--- src/rtl/shifter_pkg.sv ---
// Shared op codes and fill-bit helper for the pipelined barrel shifter.
// The stage payload struct is declared in shift_stage, where its widths are known.
package shifter_pkg;

  localparam logic [2:0] OP_SLL = 3'b000;
  localparam logic [2:0] OP_SRL = 3'b001;
  localparam logic [2:0] OP_SRA = 3'b010;
  localparam logic [2:0] OP_ROL = 3'b011;
  localparam logic [2:0] OP_ROR = 3'b100;

  // Only SRA fills with the sign bit; every other op fills with zero.
  function automatic logic fill_bit(
    input logic [2:0] op,
    input logic       msb
  );
    return (op == OP_SRA) ? msb : 1'b0;
  endfunction

endpackage

--- src/rtl/pipelined_barrel_shifter_if.sv ---
// Valid/ready operand and result bundle for the pipelined barrel shifter.
// master drives operands, slave is the shifter.
interface pipelined_barrel_shifter_if #(
  parameter int WIDTH = 32,
  parameter int TAG_W = 4,
  localparam int SHW  = $clog2(WIDTH)
);

  logic             in_valid;
  logic             in_ready;
  logic [WIDTH-1:0] in_data;
  logic [SHW-1:0]   in_amt;
  logic [2:0]       in_op;
  logic [TAG_W-1:0] in_tag;

  logic             out_valid;
  logic             out_ready;
  logic [WIDTH-1:0] out_data;
  logic [TAG_W-1:0] out_tag;

  modport master (
    output in_valid, in_data, in_amt, in_op, in_tag,
    output out_ready,
    input  in_ready, out_valid, out_data, out_tag
  );

  modport slave (
    input  in_valid, in_data, in_amt, in_op, in_tag,
    input  out_ready,
    output in_ready, out_valid, out_data, out_tag
  );

endinterface

--- src/rtl/shift_stage.sv ---
// One registered shifter layer: applies a 2^K shift when amount bit K is set.
// Holds one beat with its own valid bit and local advance logic.
module shift_stage
  import shifter_pkg::*;
#(
  parameter int WIDTH = 32,
  parameter int TAG_W = 4,
  parameter int K     = 0,
  localparam int SHW  = $clog2(WIDTH)
) (
  input  logic             clk,
  input  logic             rst,
  input  logic             in_valid,
  output logic             in_ready,
  input  logic [WIDTH-1:0] in_data,
  input  logic [SHW-1:0]   in_amt,
  input  logic [2:0]       in_op,
  input  logic             in_fill,
  input  logic [TAG_W-1:0] in_tag,
  output logic             out_valid,
  input  logic             out_ready,
  output logic [WIDTH-1:0] out_data,
  output logic [SHW-1:0]   out_amt,
  output logic [2:0]       out_op,
  output logic             out_fill,
  output logic [TAG_W-1:0] out_tag
);

  localparam int S = 1 << K;

  typedef struct packed {
    logic [WIDTH-1:0] data;
    logic [SHW-1:0]   amt;
    logic [2:0]       op;
    logic             fill;
    logic [TAG_W-1:0] tag;
  } payload_t;

  payload_t         pl_q, pl_d;
  logic             valid_q, valid_d;
  logic             load;
  logic [WIDTH-1:0] layer;
  logic [WIDTH-1:0] shifted;

  assign in_ready = !valid_q || out_ready;
  assign load     = in_valid && in_ready;

  always_comb begin
    layer = in_data;
    unique case (1'b1)
      (in_op == OP_SLL):
        layer = {in_data[WIDTH-S-1:0], {S{1'b0}}};
      (in_op == OP_SRL),
      (in_op == OP_SRA):
        layer = {{S{in_fill}}, in_data[WIDTH-1:S]};
      (in_op == OP_ROL):
        layer = {in_data[WIDTH-S-1:0], in_data[WIDTH-1:WIDTH-S]};
      (in_op == OP_ROR):
        layer = {in_data[S-1:0], in_data[WIDTH-1:S]};
      default:
        layer = in_data;
    endcase
    shifted = in_amt[K] ? layer : in_data;
  end

  always_comb begin
    valid_d = valid_q;
    pl_d    = pl_q;
    if (load) begin
      valid_d = 1'b1;
      pl_d    = '{data: shifted, amt: in_amt, op: in_op,
                  fill: in_fill, tag: in_tag};
    end else if (out_ready) begin
      valid_d = 1'b0;
    end
  end

  always_ff @(posedge clk) begin
    if (rst) begin
      valid_q <= 1'b0;
      pl_q    <= '0;
    end else begin
      valid_q <= valid_d;
      pl_q    <= pl_d;
    end
  end

  assign out_valid = valid_q;
  assign out_data  = pl_q.data;
  assign out_amt   = pl_q.amt;
  assign out_op    = pl_q.op;
  assign out_fill  = pl_q.fill;
  assign out_tag   = pl_q.tag;

endmodule

--- src/rtl/pipelined_barrel_shifter.sv ---
// Pipelined barrel shifter: SHW registered layers chained by valid/ready.
// SLL/SRL/SRA/ROL/ROR with a sideband tag carried alongside each beat.
module pipelined_barrel_shifter
  import shifter_pkg::*;
#(
  parameter int WIDTH = 32,
  parameter int TAG_W = 4,
  localparam int SHW  = $clog2(WIDTH)
) (
  input  logic                        clk,
  input  logic                        rst,
  pipelined_barrel_shifter_if.slave   bus
);

  for (genvar k = 0; k < SHW; k++) begin : g_st
    logic             i_v, i_r, i_f;
    logic             o_v, o_r, o_f;
    logic [WIDTH-1:0] i_d, o_d;
    logic [SHW-1:0]   i_a, o_a;
    logic [2:0]       i_o, o_o;
    logic [TAG_W-1:0] i_t, o_t;

    if (k == 0) begin : g_head
      // Sign captured once from the original MSB, never from shifted data.
      assign i_v = bus.in_valid && !rst;
      assign i_d = bus.in_data;
      assign i_a = bus.in_amt;
      assign i_o = bus.in_op;
      assign i_f = fill_bit(bus.in_op, bus.in_data[WIDTH-1]);
      assign i_t = bus.in_tag;
    end else begin : g_link
      assign i_v = g_st[k-1].o_v;
      assign i_d = g_st[k-1].o_d;
      assign i_a = g_st[k-1].o_a;
      assign i_o = g_st[k-1].o_o;
      assign i_f = g_st[k-1].o_f;
      assign i_t = g_st[k-1].o_t;
    end

    if (k == SHW - 1) begin : g_tail
      assign o_r = bus.out_ready;
    end else begin : g_mid
      assign o_r = g_st[k+1].i_r;
    end

    shift_stage #(
      .WIDTH (WIDTH),
      .TAG_W (TAG_W),
      .K     (k)
    ) u_stage (
      .clk       (clk),
      .rst       (rst),
      .in_valid  (i_v),
      .in_ready  (i_r),
      .in_data   (i_d),
      .in_amt    (i_a),
      .in_op     (i_o),
      .in_fill   (i_f),
      .in_tag    (i_t),
      .out_valid (o_v),
      .out_ready (o_r),
      .out_data  (o_d),
      .out_amt   (o_a),
      .out_op    (o_o),
      .out_fill  (o_f),
      .out_tag   (o_t)
    );
  end

  assign bus.in_ready  = g_st[0].i_r && !rst;
  assign bus.out_valid = g_st[SHW-1].o_v;
  assign bus.out_data  = g_st[SHW-1].o_d;
  assign bus.out_tag   = g_st[SHW-1].o_t;

  logic unused_tail;
  assign unused_tail = ^{g_st[SHW-1].o_a, g_st[SHW-1].o_o,
                         g_st[SHW-1].o_f};

endmodule
--- src/flat_wrapper.sv ---
// flat-port wrapper written by rule: the top's interface ports become plain ports
module pipelined_barrel_shifter_flat import shifter_pkg::*;
#(
  parameter int WIDTH = 32,
  parameter int TAG_W = 4,
  localparam int SHW  = $clog2(WIDTH)
)
  (clk, rst, bus_in_valid, bus_in_data, bus_in_amt, bus_in_op, bus_in_tag, bus_out_ready, bus_in_ready, bus_out_valid, bus_out_data, bus_out_tag);
  pipelined_barrel_shifter_if #(.WIDTH(WIDTH), .TAG_W(TAG_W)) bus_i ();
  input  logic clk;
  input  logic rst;
  input wire logic [$bits(bus_i.in_valid)-1:0] bus_in_valid;
  input wire logic [$bits(bus_i.in_data)-1:0] bus_in_data;
  input wire logic [$bits(bus_i.in_amt)-1:0] bus_in_amt;
  input wire logic [$bits(bus_i.in_op)-1:0] bus_in_op;
  input wire logic [$bits(bus_i.in_tag)-1:0] bus_in_tag;
  input wire logic [$bits(bus_i.out_ready)-1:0] bus_out_ready;
  output wire logic [$bits(bus_i.in_ready)-1:0] bus_in_ready;
  output wire logic [$bits(bus_i.out_valid)-1:0] bus_out_valid;
  output wire logic [$bits(bus_i.out_data)-1:0] bus_out_data;
  output wire logic [$bits(bus_i.out_tag)-1:0] bus_out_tag;
  assign bus_i.in_valid = bus_in_valid;
  assign bus_i.in_data = bus_in_data;
  assign bus_i.in_amt = bus_in_amt;
  assign bus_i.in_op = bus_in_op;
  assign bus_i.in_tag = bus_in_tag;
  assign bus_i.out_ready = bus_out_ready;
  assign bus_in_ready = bus_i.in_ready;
  assign bus_out_valid = bus_i.out_valid;
  assign bus_out_data = bus_i.out_data;
  assign bus_out_tag = bus_i.out_tag;
  pipelined_barrel_shifter #(.WIDTH(WIDTH), .TAG_W(TAG_W)) u_core (.clk(clk), .rst(rst), .bus(bus_i));
endmodule
--- config.mk ---
export PLATFORM = sky130hd
export DESIGN_NAME = pipelined_barrel_shifter_flat
export DESIGN_NICKNAME = d
export VERILOG_FILES = /design/src/rtl/shifter_pkg.sv /design/src/rtl/pipelined_barrel_shifter_if.sv /design/src/rtl/shift_stage.sv /design/src/rtl/pipelined_barrel_shifter.sv /design/src/flat_wrapper.sv
export SDC_FILE = /design/constraint.sdc
export NUM_CORES = 1
export LEC_CHECK = 0
export CAP_MARGIN = 0
export CORE_MARGIN = 2
export CORE_UTILIZATION = 38
export DETAILED_ROUTE_END_ITERATION = 16
export RECOVER_POWER = 25
export SLEW_MARGIN = 20
export SYNTH_ARGS = -nofsm -noshare
export SYNTH_HDL_FRONTEND = slang
export SYNTH_SLANG_ARGS = --single-unit
--- constraint.sdc ---
create_clock -name clk -period 4.3 [get_ports clk]
set_input_delay 0.645 -clock clk [delete_from_list [all_inputs] [get_ports clk]]
set_output_delay 0.645 -clock clk [all_outputs]
set_load 0.01 [all_outputs]
# ---- After elaboration in Yosys (flattened, before gate mapping)
# Index checks and enable logic that the tools add are counted.
dict set report op_classes {
  muxes 21
  eq_ne 20
  reduce_logical 34
}
# op count
set ops {}
lappend ops {{$pmux W32 S4} 4}
lappend ops {{$mux W32} 5}
lappend ops {{$pmux W32 S3} 1}
lappend ops {{$eq A3 B2 Y1 const B} 10}
lappend ops {{$eq A3 B1 Y1 const B} 5}
lappend ops {{$eq A3 B3 Y1 const B} 5}
lappend ops {{$logic_not A3 Y1} 5}
lappend ops {{$reduce_or A2 Y1} 6}
lappend ops {{$mux W1} 11}
lappend ops {{$reduce_bool A2 Y1} 5}
lappend ops {{$logic_and A1 B1 Y1} 7}
lappend ops {{$logic_not A1 Y1} 6}
lappend ops {{$logic_or A1 B1 Y1} 5}
dict set report word_totals {
  elab_cells 102
  output_inout_bits 38
  register_bits 221
  in_bits 48
}

# ---- Logic depth before layout (Yosys ltp)
# Gate-level depths: netlist of run 1.
dict set report depth {
  word_depth 8
  ltp_mapped 8
  mapped_depth_nobuf 4
}

# ---- Hierarchy
# From an unflattened synthesis of run 1, not the netlist that was laid out.
dict set report hier_totals {
  cells_unflattened 1655
  hier_area_um2 13410.4
}
# mod cells_per_inst area_each_um2 n_inst seq_area_each_um2
set modules_own_cells {}
lappend modules_own_cells {{shift_stage (u_core.g_st[1].u_stage)} 335 2819.0 1 920.9}
lappend modules_own_cells {{shift_stage (u_core.g_st[0].u_stage)} 361 2781.4 1 920.9}
lappend modules_own_cells {{shift_stage (u_core.g_st[2].u_stage)} 327 2772.7 1 920.9}
lappend modules_own_cells {{shift_stage (u_core.g_st[3].u_stage)} 351 2715.1 1 920.9}
lappend modules_own_cells {{shift_stage (u_core.g_st[4].u_stage)} 278 2297.2 1 920.9}
lappend modules_own_cells {pipelined_barrel_shifter 3 25.0 1 0.0}

# ---- Worst setup path before layout of run 1
# OpenSTA, ideal clock, no wires.
dict set report synth_timing {
  path_kind {input to register}
  from {in bus_out_ready}
  to {reg u_core.g_st[0].u_stage.pl_q, in the netlist u_core.g_st[0].u_stage.out_fill}
  required_time_ps 4230
  cell_stages 5
  setup_slack_ps 2328
  t_arrival_ps 1902
  setup_ps 70
  n_path_buf 1
  cell_sequence {and4b_1 > buf_2 > a311oi_4 > or4b_1 > a21oi_1}
}
dict set report synth_via {
  elab_chain_cells 6
}
# item line_no
set synth_lines {}
lappend synth_lines {{from (decl)} flat_wrapper.sv:17} ;# input wire logic [$bits(bus_i.out_ready)-1:0] bus_out_ready;
lappend synth_lines {{$logic_or A1 B1 Y1 (5 in series)} shift_stage.sv:45} ;# assign in_ready = !valid_q || out_ready;
lappend synth_lines {{$logic_and A1 B1 Y1} shift_stage.sv:46} ;# assign load = in_valid && in_ready;
lappend synth_lines {{to (signal assigned)} shift_stage.sv:84} ;# pl_q <= pl_d;
lappend synth_lines {{to (decl)} shift_stage.sv:39} ;# payload_t pl_q, pl_d;
# No other way between the ends.
# A chain may end at the register's enable or synchronous reset.

==> results of run 1 <==
==> power by group <==
group	leakage (uW)	internal, uW	switching [uW]	total [uW]
Clock	0.000406	1280	818	2100
Combinational	0.00223	191	269	460
Sequential	0.00171	2020	87.7	2100
==> per-layer routing <==
metal	routed length, um	vias to the layer above	track usage [%]
met4	801	0	6.18
li1	-	5409	-
met2	15300	373	34.3
met3	1880	60	2.38
met5	0	-	0
met1	15300	5203	28.2
==> area by class of cell <==
type	count	area (um^2)	area share, %
inverters	43	161	1.22
clock inverters	7	85.1	0.644
flip-flops and latches	211	4220	32.0
multi-input cells	1008	6460	48.9
repair buffers	110	1050	7.99
clock buffers	37	731	5.53
well taps	390	488	3.69
==> Yosys cell counts (28+ instances only) <==
cell	n	area (um^2)
dfxtp_1	211	4220
o21ai_0	175	876
nand2_1	168	631
clkbuf_1	129	484
a21oi_1	71	355
o221ai_1	57	499
nand3_1	55	275
a221o_1	54	541
inv_1	42	158
mux2i_1	40	400
o211ai_1	33	248
nor2_1	32	120
o32ai_1	32	280
nor4b_1	31	272
a221oi_1	30	263
nand2b_1	28	175
nand4_1	28	175
==> final timing paths <==
check        slack [ns]                                   to  depth (start not counted)
max                1.04  u_core.g_st[2].u_stage.out_data[26]                          5
min                0.45  u_core.g_st[4].u_stage.out_data[19]                          2
max reg2reg        1.61  u_core.g_st[1].u_stage.out_data[28]                          4
min reg2reg        0.45  u_core.g_st[4].u_stage.out_data[19]                          2
==> worst max-delay path, delay by kind of cell <==
family          cells  cell delay (ns)
simple gates        1             0.12
compound gates      1             0.37
buf+inv             3             2.49
==> kinds of logic (layout without fill, tap and decap cells) <==
family	count (synthesis)	after routing
and+or+nand+nor	403	403
AOI/OAI and AO/OA	559	559
buffers and inverters	201	197
DFF	211	211
muxes	40	40
xor gates and xnor gates	6	6
==> sequential cells by signal, summed over array words and instances (netlist names) <==
register / flops
u_core.g_st.u_stage.out_data: 160
u_core.g_st.u_stage.out_tag: 20
u_core.g_st.u_stage.out_op: 12
u_core.g_st.u_stage.out_amt: 10
u_core.g_st.u_stage.out_valid: 5
u_core.g_st.u_stage.out_fill: 4
==> metrics by stage <==
step | util, % | setup slack [ns] | cells | cell area [um^2] | total power (uW)
after floorplan | - | 2.33 | 1420 | 11500 | 2440
after global placement | 41.9 | 1.24 | 1762 | 12400 | 2600
after detailed placement | 41.9 | 1.23 | 1762 | 12400 | 2610
after CTS | 44.6 | 1.36 | 1806 | 13200 | 4700
after global routing | 44.6 | 0.752 | 1806 | 13200 | 4850
final | 44.6 | 1.04 | 1806 | 13200 | 4670
==> layout by cell type, fill, tap and decap left out, drive strengths merged, types with 6 or more instances in the layout <==
| cell type | instances |
|---|---|
| nand3 | 55 |
| nor2 | 32 |
| a21boi | 12 |
| o2bb2ai | 14 |
| o211ai | 33 |
| o32ai | 32 |
| a221oi | 30 |
| and3 | 9 |
| a2bb2oi | 7 |
| nor4b | 31 |
| nor3 | 13 |
| a21oi | 71 |
| a211oi | 26 |
| a22oi | 6 |
| nand2 | 168 |
| clkbuf | 38 |
| clkdlybuf4s50 | 55 |
| o31ai | 6 |
| nand2b | 28 |
| o22ai | 11 |
| o21ai | 182 |
| or4b | 15 |
| and2 | 8 |
| a221o | 54 |
| mux2i | 40 |
| dlygate4sd3 | 28 |
| nand4 | 28 |
| o221ai | 57 |
| inv | 43 |
| buf | 26 |
| dfxtp | 211 |
==> load_flow_metrics.sql, run 1 <==
INSERT INTO impl_metrics (metric_group, metric, value, unit) VALUES
('yosys', 'async_flop_share', '0', '%'),
('yosys', 'synth_seq_cells', '211', ''),
('cts', 'tritoncts.num_buffers', '24', ''),
('hold_path', 'timing.hold.worst.class', 'reg -> reg', ''),
('die', 'die_w', '178', 'um'),
('yosys', 'synth-seq-area-share', '36.8', '%'),
('detailed_routing', 'route.detailed.drc', '0', ''),
('cts', 'clk_path_buf_depth', '3', ''),
('timing', 'transition_time_at_the_pin_with_the_least_slew_margin', '2.38', 'ns'),
('cts', 'post_cts.repair.setup_buffers', '0', ''),
('yosys', 'mappedNetlistArea', '11500', 'um^2'),
('cts', 'tritoncts', 'built', ''),
('placement', 'io_buffer_count', '85', ''),
('cts', 'clk_latency_worst_skew_pair', '0.52', 'ns'),
('timing', 'max_slew_headroom_at_the_worst_pin', '-58.4', '%'),
('grt', 'grt_start_max_net_pins', '91', ''),
('power_and_ir_drop', 'power.density_cell_area', '353', 'nW/um^2'),
('yosys', 'synth_compound_area_share', '34.1', '%'),
('timing', 'grt_setup_unrepaired', 'false', ''),
('timing', 'worst_hold_slack', '0.448', 'ns'),
('yosys', 'post_synth_num_cell_types', '56', ''),
('detailed_routing', 'detailedRoute.firstIterationViolations', '722', ''),
('die', 'dieArea', '31600', 'um^2'),
('power_and_ir_drop', 'leakage', '0.00435', 'uW'),
('critical_path', 'timing.critical_path.arrival', '3.65', 'ns'),
('critical_path', 'criticalPathCategory', 'in -> reg', ''),
('yosys', 'syn_nets', '1468', ''),
('die', 'chipHeight', '178', 'um'),
('critical_path', 'crit_slowest_cell', 'clkbuf_1', ''),
('grt', 'first_global_vias', '10300', ''),
('timing', 'fin_skew', '0.00952', 'ns'),
('cts', 'cts.clk_slew.worst_paths', '0.06', 'ns'),
('layout', 'final.fill_count', '2989', ''),
('yosys', 'syn-mean-instance-area', '8.08', 'um^2'),
('timing', 'setup_total_negative_slack', '0', 'ns'),
('yosys', 'share_of_synthesized_area_spent_on_multiplexers', '3.49', '%'),
('yosys', 'number_of_enable_flip_flop_cells_after_synthesis', '0', ''),
('grt', 'grt_pass1_wl', '54700', 'um'),
('outcome', 'violations', 'max-capacitance violations, max-slew violations', ''),
('critical_path', 'ordered_list_of_cells_on_the_worst_path', 'buf_4 > clkbuf_1 > nor2_1 > buf_4 > a221o_1', ''),
('die', 'design.portCount', '86', ''),
('grt', 'grt_usage', '20.7', '%'),
('run', 'maxCapViolations', '2', ''),
('yosys', 'synth-xor-area-share', '0.458', '%'),
('critical_path', 'cp_data_required_time', '4.70', 'ns'),
('detailed_routing', 'routed_wire_length_per_instance', '18.5', 'um'),
('outcome', 'run_status', 'complete, but fails checks', ''),
('cts', 'library_cell_used_as_clock_root_buffer', 'clkbuf_16', ''),
('critical_path', 'crit_path_end_kind', 'flip-flop', ''),
('yosys', 'yosys_most_used_dff', 'dfxtp_1', ''),
('layout', 'antenna_cells_inserted', '0', ''),
('yosys', 'synthesis.instances', '1420', ''),
('layout', 'drive_gt1_share', '6.21', '%'),
('critical_path', 'worst_path_largest_cell_delay', '1.75', 'ns'),
('detailed_routing', 'final_antenna_net_count', '0', ''),
('cts', 'cts.htree.levels', '1', ''),
('timing', 'timing.final.max_slew_violations', '72', ''),
('timing', 'min_period', '3.26', 'ns'),
('grt', 'grt-ovfl-total', '0', ''),
('power_and_ir_drop', 'vdd_drop_max', '234', 'uV'),
('critical_path', 'regToRegStartpoint', 'u_core.g_st[2].u_stage.out_valid', ''),
('timing', 'setup_viol_count_final', '0', ''),
('yosys', 'synthesis.yosys.warnings', '0', ''),
('layout', 'fin_nets', '1446', ''),
('critical_path', 'critPathLaunchType', 'input pin', ''),
('critical_path', 'path_max_fanout', '53', ''),
('cts', 'cts_resized', '0', ''),
('detailed_routing', 'viasPerCell', '6.12', ''),
('detailed_routing', 'totalWireLength', '33300', 'um'),
('yosys', 'post_synthesis_share_of_cell_area_spent_on_full_adders_half_adders_and_majority_gates', '0', '%'),
('cts', 'cts_hold_fix_bufs', '0', '');
Note: power is estimated with default switching activity, not from simulation.
==> run 2, diff against run 1 <==
==> constraint.sdc (replaced) <==
create_clock -name clk -period 2.85 [get_ports clk]
set_input_delay 0.4275 -clock clk [delete_from_list [all_inputs] [get_ports clk]]
set_output_delay 0.4275 -clock clk [all_outputs]
set_load 0.01 [all_outputs]
==> load_flow_metrics.sql, run 2 (synthesized netlist as in run 1, its figures left out) <==
INSERT INTO impl_metrics (metric_group, metric, value, unit) VALUES
('power_and_ir_drop', 'leakage', '0.00440', 'uW'),
('grt', 'grt_start_max_net_pins', '79', ''),
('cts', 'cts.htree.levels', '1', ''),
('layout', 'final_core_util', '45.1', '%'),
('timing', 'worst_hold_slack', '0.288', 'ns'),
('placement', 'place_hpwl', '23000', 'um'),
('critical_path', 'worst_path_dominant_cell_family', 'buffers and inverters', ''),
('cts', 'cts.clk_slew.worst_paths', '0.06', 'ns'),
('cts', 'clk_path_buf_depth', '3', ''),
('critical_path', 'worst_path_largest_cell_delay', '0.60', 'ns'),
('timing', 'setup_ws_final', '0.236', 'ns'),
('hold_path', 'holdCritStartpoint', 'rst', ''),
('placement', 'gpl.final_weighted_congestion', '0.896', ''),
('detailed_routing', 'detailedRoute.firstIterationViolations', '719', ''),
('power_and_ir_drop', 'power.density_cell_area', '504', 'nW/um^2'),
('hold_path', 'hold_end', 'u_core.g_st[1].u_stage.out_valid', ''),
('critical_path', 'regToRegStartpoint', 'u_core.g_st[2].u_stage.out_op[1]', ''),
('placement', 'preCtsSetupSlack', '0.296', 'ns'),
('cts', 'post_cts.repair.setup_buffers', '0', ''),
('grt', 'grt_pass1_wl', '53000', 'um'),
('timing', 'max_freq', '383', 'MHz'),
('layout', 'drive_gt1_share', '7.85', '%'),
('timing', 'fin_skew', '0.0172', 'ns'),
('detailed_routing', 'viasPerCell', '6.05', ''),
('timing', 'max_slew_headroom_at_the_worst_pin', '-6.87', '%'),
('timing', 'transition_time_at_the_pin_with_the_least_slew_margin', '1.60', 'ns'),
('outcome', 'violations', 'max-capacitance violations, max-slew violations', ''),
('cts', 'clock_sink_count', '211', ''),
('grt', 'first_global_vias', '9910', ''),
('critical_path', 'ordered_list_of_cells_on_the_worst_path', 'dlygate4sd3_1 > and4b_1 > a31oi_1 > clkdlybuf4s50_1', ''),
('run', 'maxCapViolations', '1', ''),
('timing', 'timing.final.max_slew_violations', '79', ''),
('detailed_routing', 'route.vias.total', '11100', ''),
('layout', 'top_library_cells_by_usage_in_the_layout_fill_and_taps_aside', 'dfxtp_1 (211), o21ai_0 (176), nand2_1 (168)', ''),
('timing', 'period_share', '91.7', '%'),
('layout', 'antenna_cells_inserted', '0', ''),
('cts', 'library_cell_used_as_clock_root_buffer', 'clkbuf_16', ''),
('critical_path', 'path_max_fanout', '6', ''),
('hold_path', 'timing.hold.worst_path_depth', '2', ''),
('power_and_ir_drop', 'vdd_drop_max', '343', 'uV'),
('critical_path', 'r2r_slack', '0.57', 'ns'),
('die', 'dieArea', '31600', 'um^2'),
('grt', 'grt_usage', '20.2', '%'),
('cts', 'cts_resized', '0', ''),
('layout', 'final.fill_count', '3057', ''),
('critical_path', 'cp_data_required_time', '2.42', 'ns'),
('grt', 'antenna_violations_before_repair', '0', ''),
('layout', 'area.sequential', '4220', 'um^2'),
('detailed_routing', 'routed_wire_length_per_instance', '18.1', 'um'),
('detailed_routing', 'route.detailed.drc', '0', ''),
('critical_path', 'ff2ff_path_depth', '4', ''),
('cts', 'tritoncts', 'built', ''),
('critical_path', 'timing.critical_path.arrival', '2.19', 'ns'),
('critical_path', 'critPathLaunchType', 'input pin', ''),
('timing', 'setup_viol_count_final', '0', ''),
('detailed_routing', 'final_antenna_net_count', '0', ''),
('critical_path', 'criticalPathCategory', 'in -> out', ''),
('die', 'fp.coreArea', '29600', 'um^2'),
('cts', 'cts_hold_fix_bufs', '0', ''),
('critical_path', 'crit_path_end_kind', 'output port', ''),
('layout', 'layout.cells.most_common', 'dfxtp_1', ''),
('die', 'design.portCount', '86', ''),
('die', 'die_w', '178', 'um'),
('critical_path', 'cp.buffers_inverters', '2', ''),
('layout', 'multiInputGateArea', '6480', 'um^2'),
('die', 'chipHeight', '178', 'um'),
('grt', 'grt-ovfl-total', '0', ''),
('die', 'placementRows', '63', ''),
('layout', 'largest_register_ff_count', '160', ''),
('detailed_routing', 'drt-pass1-iter-count', '5', ''),
('layout', 'area_growth_syn_to_layout', '16.5', '%'),
('cts', 'tritoncts.num_buffers', '23', ''),
('die', 'initial_utilization', '38.7', '%'),
('timing', 'timing.final.hold_violations', '0', ''),
('detailed_routing', 'totalWireLength', '33000', 'um'),
('hold_path', 'timing.hold.worst.class', 'in -> reg', ''),
('critical_path', 'timing.critical_path.depth', '4', ''),
('outcome', 'run_status', 'complete, but fails checks', ''),
('placement', 'io_buffer_count', '85', ''),
('timing', 'grt_setup_unrepaired', 'false', ''),
('layout', 'fin_nets', '1474', ''),
('cts', 'clk_latency_worst_skew_pair', '0.52', 'ns'),
('critical_path', 'crit_slowest_cell', 'dlygate4sd3_1', ''),
('timing', 'setup_total_negative_slack', '0', 'ns'),
('timing', 'min_period', '2.61', 'ns'),
('critical_path', 'timing.rr.end', 'u_core.g_st[3].u_stage.out_data[28]', '');
[run 2: cell types whose count changed in the layout (fill, tap and decap cells not counted), sizes merged]
cell / before / now
bufinv: 2 / 1
clkbuf: 38 / 34
clkinv: 5 / 4
dlygate4sd3: 28 / 17
buf: 26 / 54
clkdlybuf4s50: 55 / 66
inv: 43 / 44
[run 2: how the worst max path moves through the flow]
stage	start	end
finish	bus_out_ready	bus_in_ready
global placement	bus_out_ready	bus_in_ready
global route	bus_out_ready	bus_in_ready
detailed placement	bus_out_ready	bus_in_ready
CTS	bus_out_ready	bus_in_ready
floorplan	bus_out_ready	u_core.g_st[0].u_stage.out_fill
[run 2: stage by stage]
stage          cells  instance area, um^2  total power, uW
2_1_floorplan   1420                11500             3680
3_3_place_gp    1791                12700             3940
3_5_place_dp    1791                12700             3950
4_1_cts         1829                13400             6800
5_1_grt         1829                13400             6990
6_report        1829                13400             6730
[run 2: cell type report]
class / instances / share of cell area, %
inverter: 43 / 1.21
clock inverter: 6 / 0.440
timing repair buffer: 139 / 9.69
clock buffer: 32 / 4.86
multi-input combinational: 1008 / 48.5
sequential: 211 / 31.6
tap: 390 / 3.65
[run 2: per-layer routing]
metal | part of all wire [%] | vias up | track usage (%)
met5 | 0 | - | 0
met4 | 2.9 | 0 | 6.90
met3 | 4.9 | 61 | 2.21
met2 | 46 | 339 | 33.0
met1 | 46 | 5212 | 27.5
li1 | - | 5454 | -
[run 2: report_power, final]
part	total [uW]	switching [uW]	internal, uW
clock	2850	1180	1670
sequential	3170	128	3040
combinational	717	410	306
total	6730	1720	5020
==> run 3, diff against run 2 <==
--- a/config.mk
+++ b/config.mk
@@ -5,11 +5,12 @@
 export SDC_FILE = /design/constraint.sdc
 export NUM_CORES = 1
 export LEC_CHECK = 0
-export CAP_MARGIN = 0
+export CORE_ASPECT_RATIO = 0.75
 export CORE_MARGIN = 2
 export CORE_UTILIZATION = 38
 export DETAILED_ROUTE_END_ITERATION = 16
 export RECOVER_POWER = 25
+export SKIP_CTS_REPAIR_TIMING = 1
 export SLEW_MARGIN = 20
 export SYNTH_ARGS = -nofsm -noshare
 export SYNTH_HDL_FRONTEND = slang
==> load_flow_metrics.sql, run 3 (synthesized netlist as in run 1, its figures left out) <==
INSERT INTO impl_metrics (metric_group, metric, value, unit) VALUES
('die', 'initial_utilization', '38.3', '%'),
('detailed_routing', 'viasPerCell', '6.16', ''),
('detailed_routing', 'route.vias.total', '11300', ''),
('timing', 'max_freq', '386', 'MHz'),
('layout', 'drive_gt1_share', '7.59', '%'),
('detailed_routing', 'totalWireLength', '35000', 'um'),
('outcome', 'run_status', 'complete, no violations', ''),
('timing', 'max_slew_headroom_at_the_worst_pin', '31.7', '%'),
('critical_path', 'ff2ff_path_depth', '5', ''),
('layout', 'layout.cells.most_common', 'dfxtp_1', ''),
('hold_path', 'hold_end', 'u_core.g_st[1].u_stage.out_amt[3]', ''),
('critical_path', 'criticalPathCategory', 'reg -> out', ''),
('grt', 'grt_pass1_wl', '57100', 'um'),
('die', 'placementRows', '55', ''),
('timing', 'setup_viol_count_final', '0', ''),
('timing', 'min_period', '2.59', 'ns'),
('layout', 'area_growth_syn_to_layout', '16.2', '%'),
('grt', 'grt-ovfl-total', '0', ''),
('power_and_ir_drop', 'power.density_cell_area', '508', 'nW/um^2'),
('detailed_routing', 'detailedRoute.firstIterationViolations', '1307', ''),
('cts', 'cts.clk_slew.worst_paths', '0.06', 'ns'),
('grt', 'first_global_vias', '10200', ''),
('timing', 'timing.final.hold_violations', '0', ''),
('die', 'design.portCount', '86', ''),
('layout', 'top_library_cells_by_usage_in_the_layout_fill_and_taps_aside', 'dfxtp_1 (211), o21ai_0 (176), nand2_1 (168)', ''),
('timing', 'grt_setup_unrepaired', 'false', ''),
('die', 'dieArea', '31600', 'um^2'),
('critical_path', 'timing.rr.end', 'u_core.g_st[3].u_stage.out_data[28]', ''),
('detailed_routing', 'route.detailed.drc', '0', ''),
('power_and_ir_drop', 'leakage', '0.00444', 'uW'),
('timing', 'transition_time_at_the_pin_with_the_least_slew_margin', '1.02', 'ns'),
('die', 'die_w', '205', 'um'),
('layout', 'largest_register_ff_count', '160', ''),
('detailed_routing', 'drt-pass1-iter-count', '8', ''),
('cts', 'cts.htree.levels', '1', ''),
('run', 'maxCapViolations', '0', ''),
('hold_path', 'timing.hold.worst_path_depth', '2', ''),
('critical_path', 'regToRegStartpoint', 'u_core.g_st[2].u_stage.out_op[1]', ''),
('critical_path', 'cp_data_required_time', '2.42', 'ns'),
('critical_path', 'crit_path_end_kind', 'output port', ''),
('grt', 'grt_start_max_net_pins', '80', ''),
('detailed_routing', 'final_antenna_net_count', '0', ''),
('layout', 'fin_nets', '1470', ''),
('hold_path', 'timing.hold.worst.class', 'in -> reg', ''),
('detailed_routing', 'routed_wire_length_per_instance', '19.1', 'um'),
('placement', 'gpl.final_weighted_congestion', '0.899', ''),
('timing', 'period_share', '90.9', '%'),
('hold_path', 'holdCritStartpoint', 'rst', ''),
('placement', 'dp_cells', '1796', ''),
('timing', 'fin_skew', '0.0113', 'ns'),
('critical_path', 'critPathLaunchType', 'flip-flop', ''),
('power_and_ir_drop', 'vdd_drop_max', '370', 'uV'),
('die', 'chipHeight', '154', 'um'),
('critical_path', 'path_max_fanout', '12', ''),
('timing', 'worst_hold_slack', '0.328', 'ns'),
('layout', 'finalNonFillerCells', '1836', ''),
('cts', 'tritoncts.num_buffers', '23', ''),
('layout', 'antenna_cells_inserted', '0', ''),
('timing', 'timing.final.max_slew_violations', '0', ''),
('cts', 'clk_latency_worst_skew_pair', '0.52', 'ns'),
('critical_path', 'r2r_slack', '0.36', 'ns'),
('placement', 'preCtsSetupSlack', '0.345', 'ns'),
('cts', 'library_cell_used_as_clock_root_buffer', 'clkbuf_16', ''),
('cts', 'clock_sink_count', '211', ''),
('die', 'fp.coreArea', '29900', 'um^2'),
('placement', 'place_hpwl', '24000', 'um'),
('cts', 'tritoncts', 'built', ''),
('power_and_ir_drop', 'power_total', '6770', 'uW'),
('timing', 'setup_ws_final', '0.261', 'ns'),
('grt', 'grt_usage', '21.8', '%'),
('cts', 'clk_path_buf_depth', '3', ''),
('critical_path', 'timing.critical_path.arrival', '2.16', 'ns'),
('timing', 'setup_total_negative_slack', '0', 'ns'),
('grt', 'antenna_violations_before_repair', '0', ''),
('placement', 'io_buffer_count', '85', '');
run 3: worst max-delay path by stage:
stage | to | cells past startpoint | slack [ns] | startpoint
after floorplan | u_core.g_st[0].u_stage.out_fill | 5 | 1.10 | bus_out_ready
after global routing | bus_in_ready | 3 | 0.19 | u_core.g_st[3].u_stage.out_valid
after global placement | u_core.g_st[0].u_stage.out_fill | 5 | 0.34 | bus_out_ready
final | bus_in_ready | 3 | 0.26 | u_core.g_st[3].u_stage.out_valid
after CTS | bus_in_ready | 3 | 0.20 | u_core.g_st[3].u_stage.out_valid
after detailed placement | bus_in_ready | 4 | 0.35 | bus_out_ready
run 3: final cells by class:
| type | count | area [um^2] |
|---|---|---|
| multi-input cells | 1008 | 6460 |
| clock inverters | 11 | 86.3 |
| repair buffers | 135 | 1260 |
| inverters | 43 | 161 |
| well taps | 399 | 499 |
| clock buffers | 29 | 628 |
| flip-flops and latches | 211 | 4220 |
| fillers | 2966 | 16600 |
run 3: layer usage:
layer	up-vias	share of wire, %	track usage (%)
li1	5450	-	-
met1	5367	49	34.3
met2	443	41	30.7
met3	43	8.0	4.00
met4	0	1.3	3.62
met5	-	0	0
run 3: critical path, cell delays in order, from the launching register on:
cell             delay (ns)
dfxtp_1                0.56
and4b_1                0.44
a31oi_1                0.14
clkdlybuf4s50_1        0.51
run 3: power by group:
group	internal [uW]	switching (uW)
clock network	1650	1220
logic	302	419
registers	3040	140
run 3: per-stage QoR:
step,area [um^2],util (%)
floorplan,11500,-
detailed placement,12600,42.2
global route,13300,44.5
CTS,13400,44.6
finish,13300,44.5
global placement,12600,42.2
==> RTL edit 1, RTL diff (config.mk and constraints of run 1) <==
`WIDTH` is set to 32 in 4 places; all go to 16.
--- a/src/rtl/pipelined_barrel_shifter_if.sv
+++ b/src/rtl/pipelined_barrel_shifter_if.sv
@@ -1,7 +1,7 @@
 // Valid/ready operand and result bundle for the pipelined barrel shifter.
 // master drives operands, slave is the shifter.
 interface pipelined_barrel_shifter_if #(
-  parameter int WIDTH = 32,
+  parameter int WIDTH = 16,
   parameter int TAG_W = 4,
   localparam int SHW  = $clog2(WIDTH)
 );
--- a/src/rtl/shift_stage.sv
+++ b/src/rtl/shift_stage.sv
@@ -3,7 +3,7 @@
 module shift_stage
   import shifter_pkg::*;
 #(
-  parameter int WIDTH = 32,
+  parameter int WIDTH = 16,
   parameter int TAG_W = 4,
   parameter int K     = 0,
   localparam int SHW  = $clog2(WIDTH)
--- a/src/rtl/pipelined_barrel_shifter.sv
+++ b/src/rtl/pipelined_barrel_shifter.sv
@@ -3,7 +3,7 @@
 module pipelined_barrel_shifter
   import shifter_pkg::*;
 #(
-  parameter int WIDTH = 32,
+  parameter int WIDTH = 16,
   parameter int TAG_W = 4,
   localparam int SHW  = $clog2(WIDTH)
 ) (
--- a/src/flat_wrapper.sv
+++ b/src/flat_wrapper.sv
@@ -1,7 +1,7 @@
 // flat-port wrapper written by rule: the top's interface ports become plain ports
 module pipelined_barrel_shifter_flat import shifter_pkg::*;
 #(
-  parameter int WIDTH = 32,
+  parameter int WIDTH = 16,
   parameter int TAG_W = 4,
   localparam int SHW  = $clog2(WIDTH)
 )
Interface: changed (resized bus_in_amt, bus_in_data and bus_out_data); port bits go from 86 to 53. No check against the original RTL was run, so the function may have changed too.
==> RTL edit 1 against run 1 <==
Die area shrank 49%. Worst setup slack gained 380 ps. Highest routed layer unchanged. Sequential power shrank 50%. Synthesized area shrank 50%. Power shrank 55%. Non-clock buffer count shrank 51. Routed wire length shrank 57%. Fmax grew 13%. Largest cell class unchanged. Cell area shrank 51%. Sequential cell count shrank 109. Core utilization shrank 1.2 points. Sequential share of layout area shrank 0.69 points.
==> RTL edit 1: results (changes against run 1) <==
Routing
  – M1 WL: 6682 um (-56%)
  – Post-DR vias/cell: 5.895 (-3.6%)
  – Number of violations reported at the end of detailed-routing iteration 0: 421 (-42%)
  – Top routing layer in use: met4
  – DRT Wirelength: 14,490 um (-57%)
  – Number of detailed-route iterations in the first pass: 6 (unchanged)
  – Amount of wire on met3 after detailed routing: 592 um (-69%)
  – Wire length on met2: 6921 um (-55%)

GRT
  – Maximum number of pins on one net before global-route repair: 51 (-44%)
  – Fraction of met3 tracks used by global routing: 0.02010 (-0.003678)
  – Via count of the first global-routing pass: 4,852 (-53%)
  – Met1 track demand over resource: 0.2349 (-0.04702)
  – GRT Resource Usage Total: 0.1779 (-0.02902)
  – Gr ovfl total: 0 (unchanged)
  – Global Route met2 Usage: 0.2976 (-0.04528)
  – Initial antenna violation count: 0 (unchanged)
  – Wire length of the first global-routing pass: 24,180 um (-56%)

Yosys
  – Number of distinct standard cells referenced by the synthesized netlist: 64 (+14%)
  – Number of enable-type register cells in the synthesized netlist: 0 (unchanged)
  – Most frequently used flop master after synthesis: dfxtp_1
  – Net count after synthesis: 724 (-51%)
  – Synth area leaders: dfxtp_1 (35%), nand2_1 (7.0%), mux2i_1 (6.9%), a21oi_1 (4.0%), o21ai_0 (3.6%)
  – Most frequent cells after synthesis: nand2_1 (107), dfxtp_1 (102), a21oi_1 (46), o21ai_0 (42), mux2i_1 (40)
  – Portion of the post-synthesis area used by sequential elements: 0.3536 (-0.01481)
  – Warnings from Yosys: 0 (unchanged)
  – Share of flip-flops with an asynchronous set or reset after synthesis: 0 (unchanged)

Power
  – IR Drop Worst-Case VDD: 0.2114 mV (-9.8%)
  – Leak: 2.365 nW (-46%)

Timing
  – Clock Skew: 9.284 ps (-0.2357 ps)
  – Actual transition at the worst max-transition pin: 1215 ps (-1160 ps)

Clocking
  – Clock buffers created by TritonCTS: 9 (-63%)
  – Buffers inserted by post-CTS timing repair: 0 (unchanged)
  – H-tree depth: 3 (+2)
  – Clock transition at the registers of the reported paths: 60 ps (about the same)
  – Clock buffer depth: 2 (-1)
  – Clk_lat worst skew: 350 ps (-170 ps)
  – Number of resized instances in the post-cts repair step: 0 (unchanged)
  – Clock Tree Root: clkbuf_16

Setup path
  – Worst Path Arrival: 2230 ps (-1420 ps)
  – Worst R2R Path Depth: 5 (+1)
  – Critical Path Fanout Max: 4 (-92%)

Final layout
  – Final-stage net count: 731 (-49%)
  – Ratio of cells with drive above 1 in the final layout: 0.05674 (-0.005409)
  – Flip-flop count of the largest register after layout: 64 (-60%)
  – Ant diodes: 0 (unchanged)
  – Filler Cells Inserted: 1,478 (-51%)

Placed design
  – DP Wirelength: 10,360 um (-54%)
  – Port Buffer Count: 52 (-39%)
  – Final Wtd Congestion: 0.8307 (-4.4%)

Hold path
  – Hold/Removal Path Class: flop to flop
  – Worst hold path depth: 2 (unchanged)

Status
  – Outcome: complete, no violations
-- RTL edit 1: final timing paths --
check,start,slack [ps],to
min reg2reg,u_core.g_st[3].u_stage.out_tag[2],450,u_core.g_st[3].u_stage.out_tag[2]
min,u_core.g_st[3].u_stage.out_tag[2],450,u_core.g_st[3].u_stage.out_tag[2]
max,bus_out_ready,1430,bus_in_ready
max reg2reg,u_core.g_st[3].u_stage.out_valid,2040,u_core.g_st[3].u_stage.out_data[12]
-- RTL edit 1: metrics by stage --
stage                     utilization  cell area (um2)  worst slack, ps  std cells  power, W
final                          0.4341             6526             1427        893  0.002114
after global routing           0.4341             6526             1193        893  0.002199
after CTS                      0.4344             6530             1520        893  0.002129
after detailed placement       0.4151             6241             1350        877  0.001344
after global placement         0.4151             6241             1423        877  0.001338
after floorplan                     -             5776             2353        693  0.001253
-- RTL edit 1: worst max-delay path: stages --
cell	delay [ps]
dlygate4sd3_1	570
and4b_1	390
a21oi_1	100
clkdlybuf4s50_1	520
-- RTL edit 1: kinds of logic (layout without fill, tap and decap cells) --
group,count (synthesis),in the layout,share of synthesized area
and+or+nand+nor,230,230,0.1993
DFF,102,102,0.3536
xor gates and xnor gates,6,6,0.01690
muxes,40,40,0.06932
buffers and inverters,75,87,0.06542
AOI/OAI and AO/OA,240,240,0.2955
-- RTL edit 1: where the power goes --
group	internal (W)	leakage, nW	switching [W]
clock network	0.000441	0.135	0.000350
logic	0.000126	1.40	0.000161
registers	0.000983	0.831	0.0000541
total	0.00155	2.36	0.000564
-- RTL edit 1: layout make-up --
cell class                 count  area share
tap                          188     0.03604
timing repair buffer          59     0.08570
sequential                   102      0.3129
clock inverter                 2    0.002301
inverter                      12    0.006902
multi-input combinational    516      0.5142
clock buffer                  14     0.04199
==> RTL edit 2, RTL diff (settings of run 1) <==
Made on the original files. Reset style: asynchronous (`rst`), changed in one clocked block.
--- a/src/rtl/shift_stage.sv
+++ b/src/rtl/shift_stage.sv
@@ -75,7 +75,7 @@
     end
   end
 
-  always_ff @(posedge clk) begin
+  always_ff @(posedge clk or posedge rst) begin
     if (rst) begin
       valid_q <= 1'b0;
       pl_q    <= '0;
Function: changed (Yosys sat finds a counterexample within 10 cycles, from zero or initial values and one cycle with rst high; the reset may be asserted at any time).
==> RTL edit 2 against run 1 <==
The run still ends with max-capacitance violations, max-slew violations left. Count of clock-buffer cells in the layout is 2 higher. Routed wire length is 4.3% lower. Worst setup slack better by 210 ps. Cell area is 6.4% higher. Sequential cell count stayed put. First-iteration DRC count is 7.8% lower. Synthesized area is 7.2% higher. Clock skew is 3.7 ps higher. Critical path type is now input port to async pin.
Power is not compared: it rests on default switching activity, and its combinational part moved more than twofold at a synthesized area within 25%.
==> RTL edit 2: results (changes against run 1) <==
Status
  – Outcome: finished, violations left
  – Failing checks: max-capacitance violations, max-slew violations

Clocking
  – Clock buffers created by TritonCTS: 25 (+4.2%)

Timing
  – Clock Skew: 13.22 ps (+3.703 ps)
  – Actual transition at the worst max-transition pin: 1821 ps (-554.7 ps)
  – Final Max Slew Viols: 132 (+83%)

Yosys
  – Number of distinct standard cells referenced by the synthesized netlist: 63 (+13%)
  – Portion of the post-synthesis area used by sequential elements: 0.4297 (+0.06133)
  – Share of flip-flops with an asynchronous set or reset after synthesis: 1.000 (+1.000)
  – Mean Syn Cell Area: 8.982 um2 (+11%)
  – Synth area leaders: dfrtp_1 (43%), nand2_1 (7.2%), o21ai_0 (6.5%), mux2_2 (3.7%), a221oi_1 (3.3%)
  – Most frequently used flop master after synthesis: dfrtp_1
  – Most frequent cells after synthesis: nand2_1 (235), dfrtp_1 (211), o21ai_0 (160), nor2_1 (102), clkbuf_1 (65)

Routing
  – Wire length on met2: 14,700 um (-3.9%)
  – Number of violations reported at the end of detailed-routing iteration 0: 666 (-7.8%)
  – Number of detailed-route iterations in the first pass: 5 (-1)
  – Routed WL per cell: 17.73 um (-3.9%)
  – Amount of wire on met3 after detailed routing: 1096 um (-42%)
  – M1 WL: 15,210 um (-0.83%)
  – Vias after detailed routing: 10.36k (-6.2%)

Power
  – IR Drop Worst-Case VDD: 0.2834 mV

Final layout
  – Final-stage net count: 1,428 (-1.2%)
  – Ratio of cells with drive above 1 in the final layout: 0.1074 (+0.04523)
  – Filler Cells Inserted: 3,112 (+4.1%)

Placed design
  – DP Wirelength: 21,790 um (-2.8%)
  – Final Wtd Congestion: 0.8351 (-3.8%)

GRT
  – Fraction of met3 tracks used by global routing: 0.01922 (-0.004563)
  – Global Route met2 Usage: 0.3072 (-0.03569)
  – GRT Resource Usage Total: 0.1876 (-0.01926)
  – Maximum number of pins on one net before global-route repair: 132 (+45%)
  – Via count of the first global-routing pass: 9,692 (-6.2%)

Setup path
  – Cell with the biggest individual delay on the critical path: clkbuf_4
  – Critical Path Fanout Max: 131 (+150%)
  – Worst Path Arrival: 3320 ps (-330 ps)

Job
  – Number of max-cap violations: 1 (-1)
==> RTL edit 2: worst register-to-register path, delay by kind of cell (launching register included) <==
kind	cells	cell delay, ps
AOI/OAI and AO/OA	3	930
xor gates and xnor gates	1	670
DFF	1	400
buffers and inverters	1	280
==> RTL edit 2: logic make-up after synthesis <==
group	after synthesis	share of synthesized area
simple gates	420	0.1498
compound gates	493	0.2853
fa+ha+maj	8	0.006517
buf+inv	151	0.05560
xor+xnor	8	0.006313
mux	77	0.06680
flops	211	0.4297
==> RTL edit 2: through the flow <==
step,cell area (um2),utilization,setup slack [ps],total power (W),TNS (ps)
after global placement,13280,0.4186,1535,0.005824,0
final,14050,0.4429,1258,0.007880,0
after detailed placement,13280,0.4186,1432,0.005891,0
after floorplan,12290,-,-523.5,0.004938,-19520
after global routing,14050,0.4429,767.5,0.008388,0
after CTS,14050,0.4429,1517,0.007930,0
==> RTL edit 2: cell type report <==
class	count	area, um2	area share
sequential	211	5280	0.3758
inverter	30	113.9	0.008105
multi-input combinational	1006	6344	0.4515
clock buffer	39	718.2	0.05112
clock inverter	5	53.80	0.003830
tap	402	503.0	0.03580
timing repair buffer	106	1036	0.07374
==> RTL edit 2: path summary, 6_finish.rpt <==
path                                                        to  slack, ps  depth (start not counted)                         startpoint
max                           u_core.g_st[0].u_stage.out_valid       1260                          3                                rst
min                          u_core.g_st[2].u_stage.out_tag[0]        460                          2  u_core.g_st[1].u_stage.out_tag[0]
max reg2reg                u_core.g_st[3].u_stage.out_data[27]       1890                          5   u_core.g_st[2].u_stage.out_op[1]
min reg2reg                  u_core.g_st[2].u_stage.out_tag[0]        460                          2  u_core.g_st[1].u_stage.out_tag[0]
max in group clk                                  bus_in_ready       1430                          4                      bus_out_ready
min in group asynchronous     u_core.g_st[2].u_stage.out_valid        730                          2                                rst
